===== config.mk =====
export PLATFORM = sky130hd
export DESIGN_NAME = array_deser_flat
export DESIGN_NICKNAME = d
export VERILOG_FILES = /design/src/rtl/array_deser_pkg.sv /design/src/rtl/array_deser_if.sv /design/src/rtl/array_deser.sv /design/src/flat_wrapper.sv
export SDC_FILE = /design/constraint.sdc
export NUM_CORES = 1
export LEC_CHECK = 0
export ABC_AREA = 1
export CAP_MARGIN = 0
export CORE_AREA = 2 2 39 41
export CTS_BUF_LIST = sky130_fd_sc_hd__clkbuf_4
export CTS_CLUSTER_DIAMETER = 50
export CTS_CLUSTER_SIZE = 12
export DETAILED_ROUTE_END_ITERATION = 10
export DIE_AREA = 0 0 41 43
export PLACE_DENSITY = 0.62
export SYNTH_ARGS = -nofsm -noshare
export SYNTH_HDL_FRONTEND = slang
export SYNTH_SLANG_ARGS = --single-unit

===== constraint.sdc =====
create_clock -name clock -period 1.45 [get_ports clock]
set_input_delay 0.29 -clock clock [delete_from_list [all_inputs] [get_ports clock]]
set_output_delay 0.29 -clock clock [all_outputs]
set_load 0.02 [all_outputs]

===== src/rtl/array_deser_pkg.sv =====
// Shared types and sizing helpers for the array_deser stream-to-array deserializer.
package array_deser_pkg;

   // FILL collects words; HOLD parks a finished frame while the output slot is still occupied.
   typedef enum logic {FILL, HOLD} array_deser_state_t;

   // Width of the word counter that indexes 0..M-1, never narrower than one bit.
   function automatic int cnt_width(input int m);
      return (m <= 1) ? 1 : $clog2(m);
   endfunction

   // Width of a frame-length field that must hold 1..M, never narrower than one bit.
   function automatic int len_width(input int m);
      return (m <= 1) ? 1 : $clog2(m + 1);
   endfunction

endpackage


===== src/rtl/array_deser_if.sv =====
// Handshake bundle for array_deser: word stream in, M-element frame out.
// Optional macro ARRAY_DESER_LAST_EN adds in_last (early frame close) and out_len.
interface array_deser_if #(
   parameter int N = 2,
   parameter int M = 2
) ();
   import array_deser_pkg::*;

   logic [N-1:0] in_data;
   logic         in_valid;
   logic         in_ready;
   logic [N-1:0] out_data [M];
   logic         out_valid;
   logic         out_ready;

`ifdef ARRAY_DESER_LAST_EN
   logic                       in_last;
   logic [len_width(M)-1:0]    out_len;

   // Producer of words and consumer of frames.
   modport master (
      output in_data, in_valid, in_last, out_ready,
      input  in_ready, out_data, out_valid, out_len
   );

   // The deserializer itself.
   modport slave (
      input  in_data, in_valid, in_last, out_ready,
      output in_ready, out_data, out_valid, out_len
   );
`else
   // Producer of words and consumer of frames.
   modport master (
      output in_data, in_valid, out_ready,
      input  in_ready, out_data, out_valid
   );

   // The deserializer itself.
   modport slave (
      input  in_data, in_valid, out_ready,
      output in_ready, out_data, out_valid
   );
`endif

endinterface


===== src/rtl/array_deser.sv =====
// Stream-to-array deserializer: gathers M consecutive N-bit words into one frame
// and offers it on an unpacked-array output with its own valid/ready handshake.
// Element 0 of the frame is the first word received.
// Optional macro ARRAY_DESER_LAST_EN: in_last closes a frame early (unfilled
// elements read as zero) and out_len reports how many words the frame carries.
module array_deser
   import array_deser_pkg::*;
#(
   parameter int N = 2,
   parameter int M = 2
) (
   input logic           clock,
   input logic           reset,
   array_deser_if.slave  bus
);

   localparam int             CntW    = cnt_width(M);
   localparam logic [CntW-1:0] LastIdx = CntW'(M - 1);

`ifdef ARRAY_DESER_LAST_EN
   localparam int LenW = len_width(M);
`endif

   array_deser_state_t r_state;
   logic [CntW-1:0]    r_cnt;
   logic [N-1:0]       r_buf     [M];
   logic [N-1:0]       r_outData [M];
   logic               r_outValid;

   logic [N-1:0]       w_frame   [M];
   logic               w_frameDone;

`ifdef ARRAY_DESER_LAST_EN
   logic [LenW-1:0]    r_outLen;
   logic [LenW-1:0]    r_holdLen;
   logic [LenW-1:0]    w_len;

   // A frame ends on the M-th word or on any accepted word flagged as last.
   assign w_frameDone = (r_cnt == LastIdx) || bus.in_last;
   assign w_len       = LenW'(r_cnt) + LenW'(1);
   assign bus.out_len = r_outLen;
`else
   // A frame ends on the M-th word.
   assign w_frameDone = (r_cnt == LastIdx);
`endif

   // in_ready depends only on registered state, so out_ready never ripples back to the producer.
   assign bus.in_ready  = (r_state == FILL);
   assign bus.out_valid = r_outValid;
   assign bus.out_data  = r_outData;

   // The frame being closed this cycle: collected words, the incoming word at the current slot, zeros beyond it.
   always_comb begin
      for (int i = 0; i < M; i++) begin
         if (i < int'(r_cnt)) begin
            w_frame[i] = r_buf[i];
         end else if (i == int'(r_cnt)) begin
            w_frame[i] = bus.in_data;
         end else begin
            w_frame[i] = '0;
         end
      end
   end

   // Collection FSM and output slot: a finished frame goes straight to the output if the slot is free, otherwise it parks in the buffer (HOLD) until the slot drains.
   always_ff @(posedge clock) begin
      if (reset) begin
         r_state    <= FILL;
         r_cnt      <= '0;
         r_outValid <= 1'b0;
         for (int i = 0; i < M; i++) begin
            r_buf[i]     <= '0;
            r_outData[i] <= '0;
         end
`ifdef ARRAY_DESER_LAST_EN
         r_outLen  <= '0;
         r_holdLen <= '0;
`endif
      end else begin
         if (r_outValid && bus.out_ready) begin
            r_outValid <= 1'b0;
         end
         case (r_state)
            FILL: begin
               if (bus.in_valid) begin
                  if (w_frameDone) begin
                     r_cnt <= '0;
                     if (!r_outValid || bus.out_ready) begin
                        r_outData  <= w_frame;
                        r_outValid <= 1'b1;
`ifdef ARRAY_DESER_LAST_EN
                        r_outLen   <= w_len;
`endif
                     end else begin
                        r_buf   <= w_frame;
                        r_state <= HOLD;
`ifdef ARRAY_DESER_LAST_EN
                        r_holdLen <= w_len;
`endif
                     end
                  end else begin
                     r_buf[r_cnt] <= bus.in_data;
                     r_cnt        <= r_cnt + CntW'(1);
                  end
               end
            end
            HOLD: begin
               if (bus.out_ready) begin
                  r_outData  <= r_buf;
                  r_outValid <= 1'b1;
                  r_state    <= FILL;
`ifdef ARRAY_DESER_LAST_EN
                  r_outLen   <= r_holdLen;
`endif
               end
            end
            default: begin
               r_state <= FILL;
            end
         endcase
      end
   end

endmodule


===== src/flat_wrapper.sv =====
// flat-port wrapper written by rule: the top's interface ports become plain ports
module array_deser_flat import array_deser_pkg::*;
#(
   parameter int N = 2,
   parameter int M = 2
)
  (clock, reset, bus_in_data, bus_in_valid, bus_out_ready, bus_in_ready, bus_out_data, bus_out_valid);
  array_deser_if #(.N(N), .M(M)) bus_i ();
  input logic clock;
  input logic reset;
  input wire logic [$bits(bus_i.in_data)-1:0] bus_in_data;
  input wire logic [$bits(bus_i.in_valid)-1:0] bus_in_valid;
  input wire logic [$bits(bus_i.out_ready)-1:0] bus_out_ready;
  output wire logic [$bits(bus_i.in_ready)-1:0] bus_in_ready;
  output wire logic [$bits(bus_i.out_data)-1:0] bus_out_data;
  output wire logic [$bits(bus_i.out_valid)-1:0] bus_out_valid;
  assign bus_i.in_data = bus_in_data;
  assign bus_i.in_valid = bus_in_valid;
  assign bus_i.out_ready = bus_out_ready;
  assign bus_in_ready = bus_i.in_ready;
  assign bus_out_data = {>>{bus_i.out_data}};
  assign bus_out_valid = bus_i.out_valid;
  array_deser #(.N(N), .M(M)) u_core (.clock(clock), .reset(reset), .bus(bus_i));
endmodule

==> summary.md <==
| Metric | Value |
|---|---|
| Critical Path RT | 1160 ps |
| P_int | 0.000484 W |
| CTS Buf Count | 3 |
| Layout Cells excl Fill | 100 |
| Largest net degree at the start of global routing | 11 |
| Hold Crit Class | flip-flop to flip-flop |
| CTS tree | yes |
| Final min period | 1330 ps |
| DIE AREA | 1760 µm² |
| Initial DRC count | 7 |
| Hold_buf cts | 0 |
| Longest Clk Path Bufs | 2 |
| Slew Limit Fails | 0 |
| Setup TNS | 0 ps |
| Num ports | 12 |
| Max-cap violations | 0 |
| Crit Path Max Fanout | 4 |
| Crit-path leading delay family | flip-flops |
| Worst slew pin tran | 218 ps |
| Diode count | 0 |
| Initial antenna violation count | 0 |
| DR DRC count | 0 |
| Library cells used by synthesis | 17 |
| Die Ht | 43 µm |
| Multi-input gate area | 244 µm² |
| Layout Nets | 91 |
| Lkg Pwr | 0.322 nW |
| Reg2reg path depth | 6 |
| Initial core utilization | 0.372 |
| Worst-Skew Late Latency | 270 ps |
| Crit-path cells | inv_6 > dlygate4sd2_1 |
| Antenna-violating nets left | 0 |
| WL/cell | 8.92 µm |
| Drt first pass iters | 4 |
| Via count | 448 |
| Status | finished, final reports clean |
| Max-Slew Margin vs Limit | 0.854 |
| Switching pwr | 0.000164 W |
| First-pass GRT wire length | 1480 µm |
| CP arrival | 1040 ps |
| Vias in the first global route | 379 |
| Crit start category | flip-flop |
| Syn nets | 75 |
| Clk_skew | 2.44 ps |
| Die X | 41 µm |
| Endpoint class of the critical path | primary output |
| RSZ-0062 raised after global routing | no |
| Detailed placement HPWL | 702 µm |
| CTS HTree Levels | 1 |
| M2 GR Usage | 0.159 |
| Grt met1 use | 0.180 |
| Final setup fails | 0 |
| Max frequency | 0.750 GHz |
| Buffers added on ports | 11 |
| GR Util met3 | 0.0314 |
| Final period util | 0.919 |
| #FFs+latches synth | 11 |
| Cell Rows | 14 |
| Hold Path Depth | 2 |
| CP max-delay cell | dfxtp_1 |
| Ranking of synthesized cells by area | dfxtp_1, nor2_1, nand2_1 |
| Clk pin slew, worst setup/hold paths | 70 ps |
| Top Usage Layer GRT | met1 |
| Share of cells above drive strength 1 | 0.179 |
| Top-area cell type share of the netlist area | 0.428 |
| RD Place Congestion | 0.796 |
| Remaining Overflow, GRT | 0 |
| Reg power frac | 0.507 |
| Root Buffer Master | clkbuf_4 |
| Core footprint | 1380 µm² |
| Avg Cell Area, Syn | 7.45 µm² |
| Worst path buffer plus inverter count | 2 |
| DP Cell Count | 96 |
| Synth area leader | dfxtp_1 |
| Vias per cell | 4.48 |
| Combinational share of power | 0.140 |
| Netlist Area Pre-Place | 514 µm² |
| Setup CP Type | flip-flop to primary output |
| Critical path depth in cells | 2 |
| Total GRT Usage | 0.128 |
| Sw Ratio | 0.253 |
| Final hold violations | 0 |
| Final WL | 892 µm |
| Worst vdd ir | 435 µV |
| Area growth from synthesis to layout | 29.0% |
| Mapped Cells | 69 |
| Fillers | 145 |
| Ys Warns | 0 |
| Clock Power Share | 0.353 |
| Register area | 220 µm² |
| Clock sinks | 11 |
| CP max stage delay | 400 ps |
| Sequential area share after synthesis | 0.428 |
| Power density cells | 977 nW/µm² |
-- Yosys cell counts --
| cell type | count |
|---|---|
| a21oi_1 | 7 |
| a21oi_2 | 1 |
| buf_6 | 1 |
| dfxtp_1 | 11 |
| inv_1 | 6 |
| inv_2 | 2 |
| inv_6 | 1 |
| nand2_1 | 10 |
| nand2_2 | 2 |
| nand2_4 | 1 |
| nand3_1 | 5 |
| nand3_4 | 1 |
| nor2_1 | 13 |
| nor2_2 | 1 |
| nor2_4 | 1 |
| o21ai_0 | 2 |
| o21ai_1 | 4 |
-- cell usage in the layout (no fill, tap or decap), drive strengths merged --
cell type      synthesis  layout
dlygate4sd2            0       6
dfxtp                 11      11
inv                    9       9
nand2                 13      13
a21oi                  8       8
clkdlybuf4s50          0       5
nor2                  15      15
buf                    1       1
o21ai                  6       6
clkbuf                 0       4
nand3                  6       6
-- final cells by class --
class,instances,area share
flip-flops and latches,11,0.332
repair buffers,12,0.166
multi-input cells,48,0.368
well taps,16,0.0302
inverters,9,0.0585
clock buffers,4,0.0453
-- worst min-delay path, cell delays in order, from the launching register on --
cell and delay (ps):
dfxtp_1 320, a21oi_1 40, nor2_1 80
-- power groups by stage --
stage	registers [W]	logic (W)	clock network [W]
after detailed placement	0.000336	0.0000977	0
after global placement	0.000336	0.0000977	0
after global routing	0.000331	0.000100	0.000251
after CTS	0.000328	0.0000923	0.000240
final	0.000328	0.0000910	0.000228
after floorplan	0.000345	0.0000464	0
-- final timing paths --
check	startpoint	endpoint	slack, ps
max	u_core.r_state	bus_in_ready	120
min	u_core.bus.out_data[3]	u_core.bus.out_data[3]	480
max reg2reg	u_core.r_state	u_core.bus.out_data[0]	360
min reg2reg	u_core.bus.out_data[3]	u_core.bus.out_data[3]	480
-- through the flow --
step                      area, µm²   util  worst slack, ps  power (W)  hold WS (ps)
final                           663  0.479              117   0.000648           478
after global routing            663  0.479             74.4   0.000682           519
after CTS                       663  0.479             98.1   0.000660           481
after detailed placement        641  0.463             31.9   0.000434           467
after global placement          641  0.463             33.2   0.000434           479
after floorplan                 514      -              422   0.000391           352
-- layer usage --
metal / vias to the layer above / part of all wire
met4: 0 / 0.028
met5: - / 0
li1: 249 / -
met2: 8 / 0.42
met1: 187 / 0.51
met3: 4 / 0.038
-- cell families after synthesis --
| logic type | synth area share |
|---|---|
| AO/OA/AOI/OAI | 0.144 |
| AND/OR/NAND/NOR | 0.331 |
| flip-flops | 0.428 |
| buffers and inverters | 0.0973 |
-- what timing repair did --
| action | in CTS | in global routing |
|---|---|---|
| setup endpoints to repair | 6 | 0 |
| setup buffers | 0 | 0 |
| endpoints found under the hold margin | 0 | 0 |
| resized for setup | 6 | 0 |
No activity file was read; power rests on OpenSTA's default activity.
